===== config.mk =====
export PLATFORM = sky130hd
export DESIGN_NAME = codec_config_sequencer_flat
export DESIGN_NICKNAME = d
export VERILOG_FILES = /design/src/rtl/codec_config_sequencer_pkg.sv /design/src/rtl/codec_config_sequencer_if.sv /design/src/rtl/codec_config_sequencer.sv /design/src/flat_wrapper.sv
export SDC_FILE = /design/constraint.sdc
export NUM_CORES = 1
export LEC_CHECK = 0
export ABC_AREA = 1
export BUFFER_PORTS_ARGS = -buffer_cell sky130_fd_sc_hd__buf_4
export CORE_MARGIN = 2
export CORE_UTILIZATION = 50
export DETAILED_ROUTE_END_ITERATION = 12
export PLACE_DENSITY_LB_ADDON = 0.15
export SYNTH_ARGS = -nofsm -noshare
export SYNTH_HDL_FRONTEND = slang
export SYNTH_SLANG_ARGS = --single-unit

===== constraint.sdc =====
create_clock -name sys_clk -period 4.5 [get_ports sys_clk]
set_input_delay 0.225 -clock sys_clk [delete_from_list [all_inputs] [get_ports sys_clk]]
set_output_delay 0.225 -clock sys_clk [all_outputs]
set_load 0.02 [all_outputs]

===== src/rtl/codec_config_sequencer_pkg.sv =====
// Shared types and constants for the WM8731 configuration sequencer.
// The boot table is a constant function so the sequencer needs no ROM instance.
package codec_cfg_pkg;

   localparam int REG_W     = 7;
   localparam int DATA_W    = 9;
   localparam int PAYLOAD_W = 8;
   localparam int IDX_W     = 3;

   localparam logic [IDX_W-1:0] USER_FAIL_IDX = 3'd7;

   localparam logic [REG_W-1:0] REG_RESET   = 7'h0F;
   localparam logic [REG_W-1:0] REG_PWR     = 7'h06;
   localparam logic [REG_W-1:0] REG_DIGPATH = 7'h05;
   localparam logic [REG_W-1:0] REG_ANAPATH = 7'h04;
   localparam logic [REG_W-1:0] REG_IFACE   = 7'h07;
   localparam logic [REG_W-1:0] REG_ACTIVE  = 7'h09;

   typedef enum logic [2:0] {
      ST_BOOT_LOAD,
      ST_ISSUE,
      ST_WAIT_DONE,
      ST_RELEASE,
      ST_RETRY,
      ST_IDLE_READY,
      ST_USER_LOAD,
      ST_ERROR
   } state_e;

   // Returns {reg[6:0], data[8:0]}; slots past the programmed table read as zero.
   function automatic logic [REG_W+DATA_W-1:0] boot_rom(input logic [IDX_W-1:0] idx);
      logic [REG_W+DATA_W-1:0] word;
      case (idx)
         3'd0:    word = {REG_RESET,   9'h000};
         3'd1:    word = {REG_PWR,     9'h000};
         3'd2:    word = {REG_DIGPATH, 9'h006};
         3'd3:    word = {REG_ANAPATH, 9'h038};
         3'd4:    word = {REG_IFACE,   9'h04A};
         3'd5:    word = {REG_ACTIVE,  9'h001};
         default: word = '0;
      endcase
      return word;
   endfunction

endpackage


===== src/rtl/codec_config_sequencer_if.sv =====
// Bundles for the i2c_write engine handshake and the single run-time requester.
// master drives the request side, slave answers with done/ack.
interface codec_cfg_i2c_if;
   import codec_cfg_pkg::*;

   logic                 i2c_write;
   logic [PAYLOAD_W-1:0] i2c_register;
   logic [PAYLOAD_W-1:0] i2c_data;
   logic                 i2c_done;

   modport master (output i2c_write, output i2c_register, output i2c_data, input i2c_done);
   modport slave  (input i2c_write, input i2c_register, input i2c_data, output i2c_done);
endinterface

interface codec_cfg_user_if;
   import codec_cfg_pkg::*;

   logic              user_req;
   logic [REG_W-1:0]  user_reg;
   logic [DATA_W-1:0] user_data;
   logic              user_ack;

   modport master (output user_req, output user_reg, output user_data, input user_ack);
   modport slave  (input user_req, input user_reg, input user_data, output user_ack);
endinterface


===== src/rtl/codec_config_sequencer.sv =====
// Walks the WM8731 boot table over the shared i2c_write engine, then serves user writes.
// Four-phase write/done per write; timeout triggers bounded retries, then sticky error.
module codec_config_sequencer
   import codec_cfg_pkg::*;
#(
   parameter int NUM_ENTRIES    = 6,
   parameter int TIMEOUT_CYCLES = 2_000_000,
   parameter int MAX_RETRY      = 2
) (
   input  logic             sys_clk,
   input  logic             reset,
   input  logic             start,
   codec_cfg_user_if.slave  usr,
   codec_cfg_i2c_if.master  i2c,
   output logic             busy,
   output logic             config_done,
   output logic             error,
   output logic [IDX_W-1:0] fail_index
);

   localparam int TMR_W = (TIMEOUT_CYCLES > 1) ? $clog2(TIMEOUT_CYCLES) : 1;
   localparam int RTY_W = (MAX_RETRY > 0) ? $clog2(MAX_RETRY + 1) : 1;

   localparam logic [TMR_W-1:0] TMR_LAST = TMR_W'(TIMEOUT_CYCLES - 1);
   localparam logic [TMR_W-1:0] TMR_SAT  = {TMR_W{1'b1}};
   localparam logic [RTY_W-1:0] RTY_MAX  = RTY_W'(MAX_RETRY);
   localparam logic [IDX_W-1:0] LAST_IDX = IDX_W'(NUM_ENTRIES - 1);

   state_e               state_q,     state_d;
   logic [IDX_W-1:0]     idx_q,       idx_d;
   logic [RTY_W-1:0]     retry_q,     retry_d;
   logic [TMR_W-1:0]     timer_q,     timer_d;
   logic                 user_mode_q, user_mode_d;
   logic                 write_q,     write_d;
   logic [PAYLOAD_W-1:0] reg_byte_q,  reg_byte_d;
   logic [PAYLOAD_W-1:0] data_byte_q, data_byte_d;
   logic                 ack_q,       ack_d;
   logic                 cfg_done_q,  cfg_done_d;
   logic                 error_q,     error_d;
   logic [IDX_W-1:0]     fail_idx_q,  fail_idx_d;
   logic                 busy_q,      busy_d;

   logic [REG_W+DATA_W-1:0] rom_word;

   assign rom_word = boot_rom(idx_q);

   always_ff @(posedge sys_clk) begin
      if (reset) begin
         state_q     <= ST_BOOT_LOAD;
         idx_q       <= '0;
         retry_q     <= '0;
         timer_q     <= '0;
         user_mode_q <= 1'b0;
         write_q     <= 1'b0;
         reg_byte_q  <= '0;
         data_byte_q <= '0;
         ack_q       <= 1'b0;
         cfg_done_q  <= 1'b0;
         error_q     <= 1'b0;
         fail_idx_q  <= '0;
         busy_q      <= 1'b0;
      end else begin
         state_q     <= state_d;
         idx_q       <= idx_d;
         retry_q     <= retry_d;
         timer_q     <= timer_d;
         user_mode_q <= user_mode_d;
         write_q     <= write_d;
         reg_byte_q  <= reg_byte_d;
         data_byte_q <= data_byte_d;
         ack_q       <= ack_d;
         cfg_done_q  <= cfg_done_d;
         error_q     <= error_d;
         fail_idx_q  <= fail_idx_d;
         busy_q      <= busy_d;
      end
   end

   always_comb begin
      state_d     = state_q;
      idx_d       = idx_q;
      retry_d     = retry_q;
      timer_d     = timer_q;
      user_mode_d = user_mode_q;
      write_d     = 1'b0;
      reg_byte_d  = reg_byte_q;
      data_byte_d = data_byte_q;
      ack_d       = 1'b0;
      cfg_done_d  = cfg_done_q;
      error_d     = error_q;
      fail_idx_d  = fail_idx_q;

      if (start) begin
         state_d     = ST_BOOT_LOAD;
         idx_d       = '0;
         retry_d     = '0;
         timer_d     = '0;
         user_mode_d = 1'b0;
         cfg_done_d  = 1'b0;
         error_d     = 1'b0;
         fail_idx_d  = '0;
      end else begin
         case (state_q)
            ST_BOOT_LOAD: begin
               if (!i2c.i2c_done) begin
                  reg_byte_d  = {rom_word[REG_W+DATA_W-1:DATA_W], rom_word[DATA_W-1]};
                  data_byte_d = rom_word[PAYLOAD_W-1:0];
                  user_mode_d = 1'b0;
                  state_d     = ST_ISSUE;
               end
            end
            ST_USER_LOAD: begin
               if (!i2c.i2c_done) begin
                  reg_byte_d  = {usr.user_reg, usr.user_data[DATA_W-1]};
                  data_byte_d = usr.user_data[PAYLOAD_W-1:0];
                  state_d     = ST_ISSUE;
               end
            end
            ST_ISSUE: begin
               timer_d = '0;
               // write is registered, so holding here keeps it from rising into a high done
               if (!i2c.i2c_done) begin
                  write_d = 1'b1;
                  state_d = ST_WAIT_DONE;
               end
            end
            ST_WAIT_DONE: begin
               if (i2c.i2c_done) begin
                  state_d = ST_RELEASE;
               end else if (timer_q == TMR_LAST) begin
                  state_d = ST_RETRY;
               end else begin
                  write_d = 1'b1;
                  if (timer_q != TMR_SAT) begin
                     timer_d = timer_q + 1'b1;
                  end
               end
            end
            ST_RELEASE: begin
               if (!i2c.i2c_done) begin
                  if (user_mode_q) begin
                     ack_d   = 1'b1;
                     state_d = ST_IDLE_READY;
                  end else if (idx_q == LAST_IDX) begin
                     cfg_done_d = 1'b1;
                     state_d    = ST_IDLE_READY;
                  end else begin
                     idx_d   = idx_q + 1'b1;
                     retry_d = '0;
                     state_d = ST_BOOT_LOAD;
                  end
               end
            end
            ST_RETRY: begin
               if (retry_q < RTY_MAX) begin
                  retry_d = retry_q + 1'b1;
                  state_d = user_mode_q ? ST_USER_LOAD : ST_BOOT_LOAD;
               end else begin
                  error_d    = 1'b1;
                  fail_idx_d = user_mode_q ? USER_FAIL_IDX : idx_q;
                  state_d    = ST_ERROR;
               end
            end
            ST_IDLE_READY: begin
               // the requester still holds user_req in the ack cycle; do not serve it twice
               if (usr.user_req && !ack_q) begin
                  user_mode_d = 1'b1;
                  retry_d     = '0;
                  state_d     = ST_USER_LOAD;
               end
            end
            ST_ERROR: begin
               state_d = ST_ERROR;
            end
            default: begin
               state_d = ST_ERROR;
            end
         endcase
      end

      busy_d = !((state_d == ST_IDLE_READY) || (state_d == ST_ERROR));
   end

   assign i2c.i2c_write    = write_q;
   assign i2c.i2c_register = reg_byte_q;
   assign i2c.i2c_data     = data_byte_q;
   assign usr.user_ack     = ack_q;
   assign busy             = busy_q;
   assign config_done      = cfg_done_q;
   assign error            = error_q;
   assign fail_index       = fail_idx_q;

endmodule

===== src/flat_wrapper.sv =====
// flat-port wrapper written by rule: the top's interface ports become plain ports
module codec_config_sequencer_flat import codec_cfg_pkg::*;
#(
   parameter int NUM_ENTRIES    = 6,
   parameter int TIMEOUT_CYCLES = 2_000_000,
   parameter int MAX_RETRY      = 2
)
  (sys_clk, reset, start, busy, config_done, error, fail_index, usr_user_req, usr_user_reg, usr_user_data, usr_user_ack, i2c_i2c_write, i2c_i2c_register, i2c_i2c_data, i2c_i2c_done);
  codec_cfg_user_if usr_i ();
  codec_cfg_i2c_if i2c_i ();
  input  logic sys_clk;
  input  logic reset;
  input  logic start;
  output logic busy;
  output logic config_done;
  output logic error;
  output logic [IDX_W-1:0] fail_index;
  input wire logic [$bits(usr_i.user_req)-1:0] usr_user_req;
  input wire logic [$bits(usr_i.user_reg)-1:0] usr_user_reg;
  input wire logic [$bits(usr_i.user_data)-1:0] usr_user_data;
  output wire logic [$bits(usr_i.user_ack)-1:0] usr_user_ack;
  output wire logic [$bits(i2c_i.i2c_write)-1:0] i2c_i2c_write;
  output wire logic [$bits(i2c_i.i2c_register)-1:0] i2c_i2c_register;
  output wire logic [$bits(i2c_i.i2c_data)-1:0] i2c_i2c_data;
  input wire logic [$bits(i2c_i.i2c_done)-1:0] i2c_i2c_done;
  assign usr_i.user_req = usr_user_req;
  assign usr_i.user_reg = usr_user_reg;
  assign usr_i.user_data = usr_user_data;
  assign usr_user_ack = usr_i.user_ack;
  assign i2c_i2c_write = i2c_i.i2c_write;
  assign i2c_i2c_register = i2c_i.i2c_register;
  assign i2c_i2c_data = i2c_i.i2c_data;
  assign i2c_i.i2c_done = i2c_i2c_done;
  codec_config_sequencer #(.NUM_ENTRIES(NUM_ENTRIES), .TIMEOUT_CYCLES(TIMEOUT_CYCLES), .MAX_RETRY(MAX_RETRY)) u_core (.sys_clk(sys_clk), .reset(reset), .start(start), .usr(usr_i), .i2c(i2c_i), .busy(busy), .config_done(config_done), .error(error), .fail_index(fail_index));
endmodule

==> results of run 1 <==
==> metrics by stage <==
| stage | instance area, um2 | cells |
|---|---|---|
| floorplan | 3110 | 472 |
| global placement | 3440 | 575 |
| detailed placement | 3440 | 575 |
| CTS | 3550 | 583 |
| global route | 3550 | 583 |
| finish | 3550 | 583 |
==> cell usage in the layout (no fill, tap or decap) <==
cell       instances
o211ai_1           1
dfxtp_1           54
o21bai_1           2
xnor2_1            2
o21ai_4            1
nor4_1             1
nor2_4             6
nor3_1             9
nand2_1          131
o22ai_1            2
nand3_2            2
clkbuf_8           5
a31oi_1           12
xor2_1             9
nand3_4            1
a41oi_1            1
inv_2              1
nand2_2            3
clkinv_2           2
bufinv_16          1
nand3_1           15
o21ai_0           23
nand2_4            1
inv_1             44
a21oi_1           33
buf_4             44
a22oi_1            5
ha_1               6
o31ai_1            1
o221a_2            1
nor2_1            75
nand4_1           11
nor2_2             1
o21a_1             2
==> logic make-up (layout without fill, tap and decap cells) <==
group                      Yosys count  count (layout)  share of synthesized area (%)
AOI/OAI and AO/OA                   84              84                           15.7
xor gates and xnor gates            11              11                           3.10
adders and majority gates            6               6                           2.42
buffers and inverters               61              97                           8.26
DFF                                 54              54                           34.8
and+or+nand+nor                    256             256                           35.7
==> final timing paths <==
kind	cells after the start	slack (ns)	endpoint	start
max	9	2.40	u_core.timer_q[15]$_SDFFE_PP0P_	u_core.timer_q[0]$_SDFFE_PP0P_
min	2	0.14	u_core.i2c.i2c_register[6]$_SDFFE_PP0P_	reset
max reg2reg	9	2.40	u_core.timer_q[15]$_SDFFE_PP0P_	u_core.timer_q[0]$_SDFFE_PP0P_
min reg2reg	2	0.47	u_core.retry_q[0]$_SDFFE_PP0P_	u_core.retry_q[0]$_SDFFE_PP0P_
==> layout make-up <==
cell class / instances / area, um2
Multi-Input combinational cell: 357 / 1770
Sequential cell: 54 / 1080
Fill cell: 581 / 2400
Clock inverter: 3 / 40.0
Clock buffer: 5 / 68.8
Tap cell: 75 / 93.8
Timing Repair Buffer: 44 / 330
Inverter: 45 / 169
==> flip-flops by register name (all words and copies together) (netlist names) <==
register and flops:
u_core.busy 1, u_core.error 1, u_core.i2c.i2c_register 8, u_core.i2c.i2c_data 8, u_core.idx_q 3, u_core.retry_q 2
u_core.state_q 3, u_core.i2c.i2c_write 1, u_core.user_mode_q 1, u_core.timer_q 21, u_core.config_done 1, u_core.usr.user_ack 1
u_core.fail_index 3
==> worst register-to-register path, delay by kind of cell (launching register included) <==
family | cells | cell delay [ns]
AOI/OAI and AO/OA | 1 | 0.18
and+or+nand+nor | 6 | 1.01
buffers and inverters | 1 | 0.12
adders and majority gates | 1 | 0.29
DFF | 1 | 0.42
==> per-layer routing <==
layer	wire length, um	global-route usage [%]
met5	0	0
met1	3410	26.9
met4	129	8.79
met3	224	3.28
met2	3910	40.6
==> power by group <==
| part | switching, mW | leakage [nW] | internal [mW] | total [mW] |
|---|---|---|---|---|
| combinational | 0.0457 | 0.787 | 0.0292 | 0.0750 |
| clock | 0.157 | 0.0579 | 0.164 | 0.321 |
| sequential | 0.00469 | 0.437 | 0.485 | 0.490 |
==> reports/results.ini, run 1 <==
[run_status]
run_status = completed

[global_routing]
grt_max_degree = 25
antenna_found_initial = 0
grt_pass1_wl_um = 13100
grtUsageTotal_pct = 22.6
gr-total-overflow = 0
first_global_vias = 2919

[clock_tree]
cts.path.max_buffers = 2
hold_buffers = 0
cts_sinks = 54
cts_setup_buffers = 0
clkLatencyLatePin_ns = 0.31
htree_levels = 2
cts_resized = 0
clock-root-buffer = clkbuf_8
cts_buffers = 5
clkSlewWorstSetupHoldPaths_ns = 0.10
cts_tree = done

[setup_path]
cp.required_ns = 4.72
crit_chain = ha_1 -> inv_1 -> nor2_4 -> nand2_2 -> nor2_4 -> nand3_4 -> nand3_2 -> nand2_1 -> a21oi_1
cpLargestDelayFamily = simple AND/OR/NAND/NOR gates
worst_path_most_repeated_cell = nor2_4
critPathMaxFanout = 21
cp_data_arrival_time_ns = 2.32
setup.worst_path.end_class = flip-flop
slowest_delay_ns = 0.42
startpoint_type = flip-flop
crit_slowest_cell = dfxtp_1
worstSetupPathType = reg2reg
crit_buf_inv = 1

[floorplanning]
core_um2 = 5960
rows = 28
pin_count = 45
die_area_um2 = 6860
die_h_um = 82.8
die_w_um = 82.8
start_util_pct = 52.1

[placement]
gp_congestion = 0.897
pre_cts_ws_ns = 2.51
io_buffers = 44
dp_hpwl_um = 5660

[hold_path]
min_path_type = in2reg

[sta]
setup_violations = 0
finalHoldViolCount = 0
timing.hold.ws_ns = 0.144
finClkSkew_ns = 0.0110
max_slew_margin_pct = 43.5
drv_slew = 0
fin_ws_ns = 2.40
period_share_pct = 46.7
max_freq_mhz = 476
rsz0062_at_grt = false
worst_pin_slew_ns = 0.845
fin_tns_setup_ns = 0
fin_crit_ns = 2.10

[detailed_routing]
drt_first_iter_violations = 181
drtAntennaViolNets = 0
viasPerCell = 5.27
vias = 3074
routedWlPerCell_um = 13.1
drt-total-wl_um = 7670
drc_errors = 0
first_pass_iters = 5

[pwr]
vdd_drop_max_mv = 0.177
total_power_uw = 886
power_density_nw_per_um2 = 250
leakage_nw = 1.28

[synthesis]
synthTopCellsByCount = 131 x nand2_1, 75 x nor2_1, 54 x dfxtp_1
yosysWarnings = 0
synth_flop_cell = dfxtp_1
netlist_instances = 472
yosysMostFrequentCell = nand2_1
synth_top_area_share_pct = 34.8
synth.area.top_cells = dfxtp_1 35%, nand2_1 16%, nor2_1 9.1%
syn_area_per_cell_um2 = 6.58
synth_nets = 499
yosys.area.top_type = dfxtp_1
synth_cell_types = 33
synth_edf_count = 0
ys_async_sr_fraction_pct = 0
synth_area_um2 = 3110
synth.yosys.seq_area_share_pct = 34.8
ys_seq_elements = 54

[job]
max_cap_viol_count = 0

[cells_and_area]
final_util_pct = 59.6
drive_gt1_share_pct = 13.6
nNetsFinal = 534
num_antenna_cells = 0
area_growth_pct = 14.3

(Power assumes the default switching activity.)
==> run 2: changes to the inputs <==
Clock period 4.5 ns to 2 ns, I/O delays scaled along.
==> run 2 against run 1 <==
  * Combinational power grew to 2.5 times the previous value
  * Highest routed layer unchanged
  * Count of clock-buffer cells in the layout stayed put
  * Sequential power rose by 120%
  * Flip-flop and latch count stayed put
  * Critical endpoint unchanged
==> reports/results.ini, run 2 (synthesis gave the netlist of run 1 again) <==
[sta]
max_freq_mhz = 543  ; was 476 MHz
max_slew_margin_pct = 69.2  ; was 43.5%
timing.hold.ws_ns = 0.0150  ; was 0.144 ns
finalHoldViolCount = 0  ; unchanged
worst_pin_slew_ns = 0.461  ; was 0.845 ns
finClkSkew_ns = 0.0133  ; was 0.0110 ns
period_share_pct = 92.1  ; was 46.7%
setup_violations = 0  ; unchanged
fin_crit_ns = 1.84  ; was 2.10 ns
drv_slew = 0  ; unchanged

[global_routing]
gr-total-overflow = 0  ; unchanged
antenna_found_initial = 0  ; unchanged
grt_max_degree = 22  ; was 25
grt_pass1_wl_um = 13700  ; was 13100 um
grtUsageTotal_pct = 23.8  ; was 22.6%
first_global_vias = 3053  ; was 2919

[clock_tree]
cts_sinks = 54  ; unchanged
cts_tree = done  ; unchanged
htree_levels = 2  ; unchanged
clkSlewWorstSetupHoldPaths_ns = 0.10  ; about the same
cts.path.max_buffers = 2  ; unchanged
cts_buffers = 5  ; unchanged
clkLatencyLatePin_ns = 0.31  ; about the same
clock-root-buffer = clkbuf_8  ; unchanged
hold_buffers = 0  ; unchanged

[job]
max_cap_viol_count = 0  ; unchanged

[setup_path]
crit_slowest_cell = dfxtp_1  ; unchanged
r2r-end = u_core.timer_q[15]$_SDFFE_PP0P_  ; unchanged
worst_path_most_repeated_cell = nor2_4  ; unchanged
critPathMaxFanout = 13  ; was 21
crit_chain = ha_1 -> inv_1 -> nor2_4 -> nand2_2 -> nor2_4 -> nand3_4 -> nand3_2 -> buf_12 -> nand2_1 -> a21oi_1  ; was ha_1 -> inv_1 -> nor2_4 -> nand2_2 -> nor2_4 -> nand3_4 -> nand3_2 -> nand2_1 -> a21oi_1
r2r_start = u_core.timer_q[1]$_SDFFE_PP0P_  ; was u_core.timer_q[0]$_SDFFE_PP0P_
crit_start = u_core.timer_q[1]$_SDFFE_PP0P_  ; was u_core.timer_q[0]$_SDFFE_PP0P_
ff2ff_path_depth = 10  ; was 9
cp_data_arrival_time_ns = 2.08  ; was 2.32 ns
startpoint_type = flip-flop  ; unchanged
rrSetupSlack_ns = 0.16  ; was 2.40 ns
cp.depth = 10  ; was 9
cp.required_ns = 2.24  ; was 4.72 ns
worstSetupPathType = reg2reg  ; unchanged
crit_end = u_core.timer_q[15]$_SDFFE_PP0P_  ; unchanged
crit_buf_inv = 2  ; was 1
setup.worst_path.end_class = flip-flop  ; unchanged
cpLargestDelayFamily = simple AND/OR/NAND/NOR gates  ; unchanged
slowest_delay_ns = 0.35  ; was 0.42 ns

[detailed_routing]
drtAntennaViolNets = 0  ; unchanged
routedWlPerCell_um = 13.3  ; was 13.1 um
drt-total-wl_um = 8030  ; was 7670 um
vias = 3204  ; was 3074
first_pass_iters = 5  ; unchanged
viasPerCell = 5.32  ; was 5.27
drc_errors = 0  ; unchanged
drt_first_iter_violations = 191  ; was 181

[cells_and_area]
area_growth_pct = 20.1  ; was 14.3%
regArea_um2 = 1080  ; unchanged
largest_register_ffs = 21  ; unchanged
layout_common_cells = 131 x nand2_1, 75 x nor2_1, 62 x buf_4  ; was 131 x nand2_1, 75 x nor2_1, 54 x dfxtp_1
num_antenna_cells = 0  ; unchanged
drive_gt1_share_pct = 16.9  ; was 13.6%
layout_commonest_cell = nand2_1  ; unchanged
multi_input_area_um2 = 1770  ; unchanged
largest_register = u_core.timer_q  ; unchanged
filler_cell_count = 590  ; was 581
nNetsFinal = 554  ; was 534

[placement]
gp_congestion = 0.922  ; was 0.897
dp_hpwl_um = 6100  ; was 5660 um
io_buffers = 44  ; unchanged

[floorplanning]
pin_count = 45  ; unchanged
rows = 28  ; unchanged
core_um2 = 5960  ; unchanged
die_h_um = 82.8  ; unchanged
die_area_um2 = 6860  ; unchanged
die_w_um = 82.8  ; unchanged
start_util_pct = 52.1  ; unchanged

[pwr]
leakage_nw = 1.38  ; was 1.28 nW
total_power_mw = 2.02  ; was 886 uW
power_density_nw_per_um2 = 541  ; was 250 nW/um2
vdd_drop_max_mv = 0.458  ; was 0.177 mV

[hold_path]
min_path_type = in2reg  ; unchanged

[run_status]
run_status = completed  ; unchanged

run 2: cell count changes in the layout (fill, tap and decap cells not counted), sizes merged:
cell      previous run  this run
inv                 45        44
clkinv               2         1
buf                 44        64
clkinvlp             0         1
run 2: metrics by stage:
stage / setup WS [ns] / util [%] / cells / instance area [um2] / setup TNS (ns)
2_1_floorplan: 0.284 / - / 472 / 3110 / 0
3_3_place_gp: 0.276 / 60.3 / 593 / 3590 / 0
3_5_place_dp: 0.220 / 60.3 / 593 / 3590 / 0
4_1_cts: 0.180 / 62.1 / 600 / 3700 / 0
5_1_grt: -0.000146 / 62.6 / 602 / 3730 / -0.000146
6_report: 0.159 / 62.6 / 602 / 3730 / 0
run 2: worst min path at each step:
stage	start	endpoint	slack, ns	cells past startpoint
floorplan	usr_user_data[7]	u_core.i2c.i2c_data[7]$_SDFFE_PP0P_	0.25	2
global placement	usr_user_reg[6]	u_core.i2c.i2c_register[7]$_SDFFE_PP0P_	0.34	3
detailed placement	usr_user_reg[5]	u_core.i2c.i2c_register[6]$_SDFFE_PP0P_	0.35	3
CTS	reset	u_core.busy$_SDFF_PP0_	0.01	2
global route	reset	u_core.busy$_SDFF_PP0_	0.009	2
finish	usr_user_reg[5]	u_core.i2c.i2c_register[6]$_SDFFE_PP0P_	0.02	3
run 2: power breakdown:
| group | switching (mW) | internal [mW] |
|---|---|---|
| clock | 0.358 | 0.369 |
| sequential | 0.0109 | 1.09 |
| combinational | 0.108 | 0.0806 |
run 2: per-layer routing:
metal	global-route usage, %	part of all wire, %
met1	29.2	44
met2	41.6	50
met3	4.57	3.9
met4	7.90	2.0
met5	0	0
run 2: final cells by class:
| class | count | share of cell area (%) |
|---|---|---|
| multi-input combinational | 357 | 47.4 |
| sequential | 54 | 29.0 |
| tap | 75 | 2.52 |
| clock inverter | 2 | 1.04 |
| timing repair buffer | 64 | 13.6 |
| inverter | 45 | 4.63 |
| clock buffer | 5 | 1.85 |
run 2: worst register-to-register path: stages (launching register included):
cell     delay (ns)
dfxtp_1        0.35
ha_1           0.18
inv_1          0.09
nor2_4         0.15
nand2_2        0.10
nor2_4         0.16
nand3_4        0.13
nand3_2        0.22
buf_12         0.17
nand2_1        0.07
a21oi_1        0.14
run 2: timing repair:
action	CTS	global route
buffers inserted	0	2
setup endpoints to repair	0	6
gates resized for setup	0	1
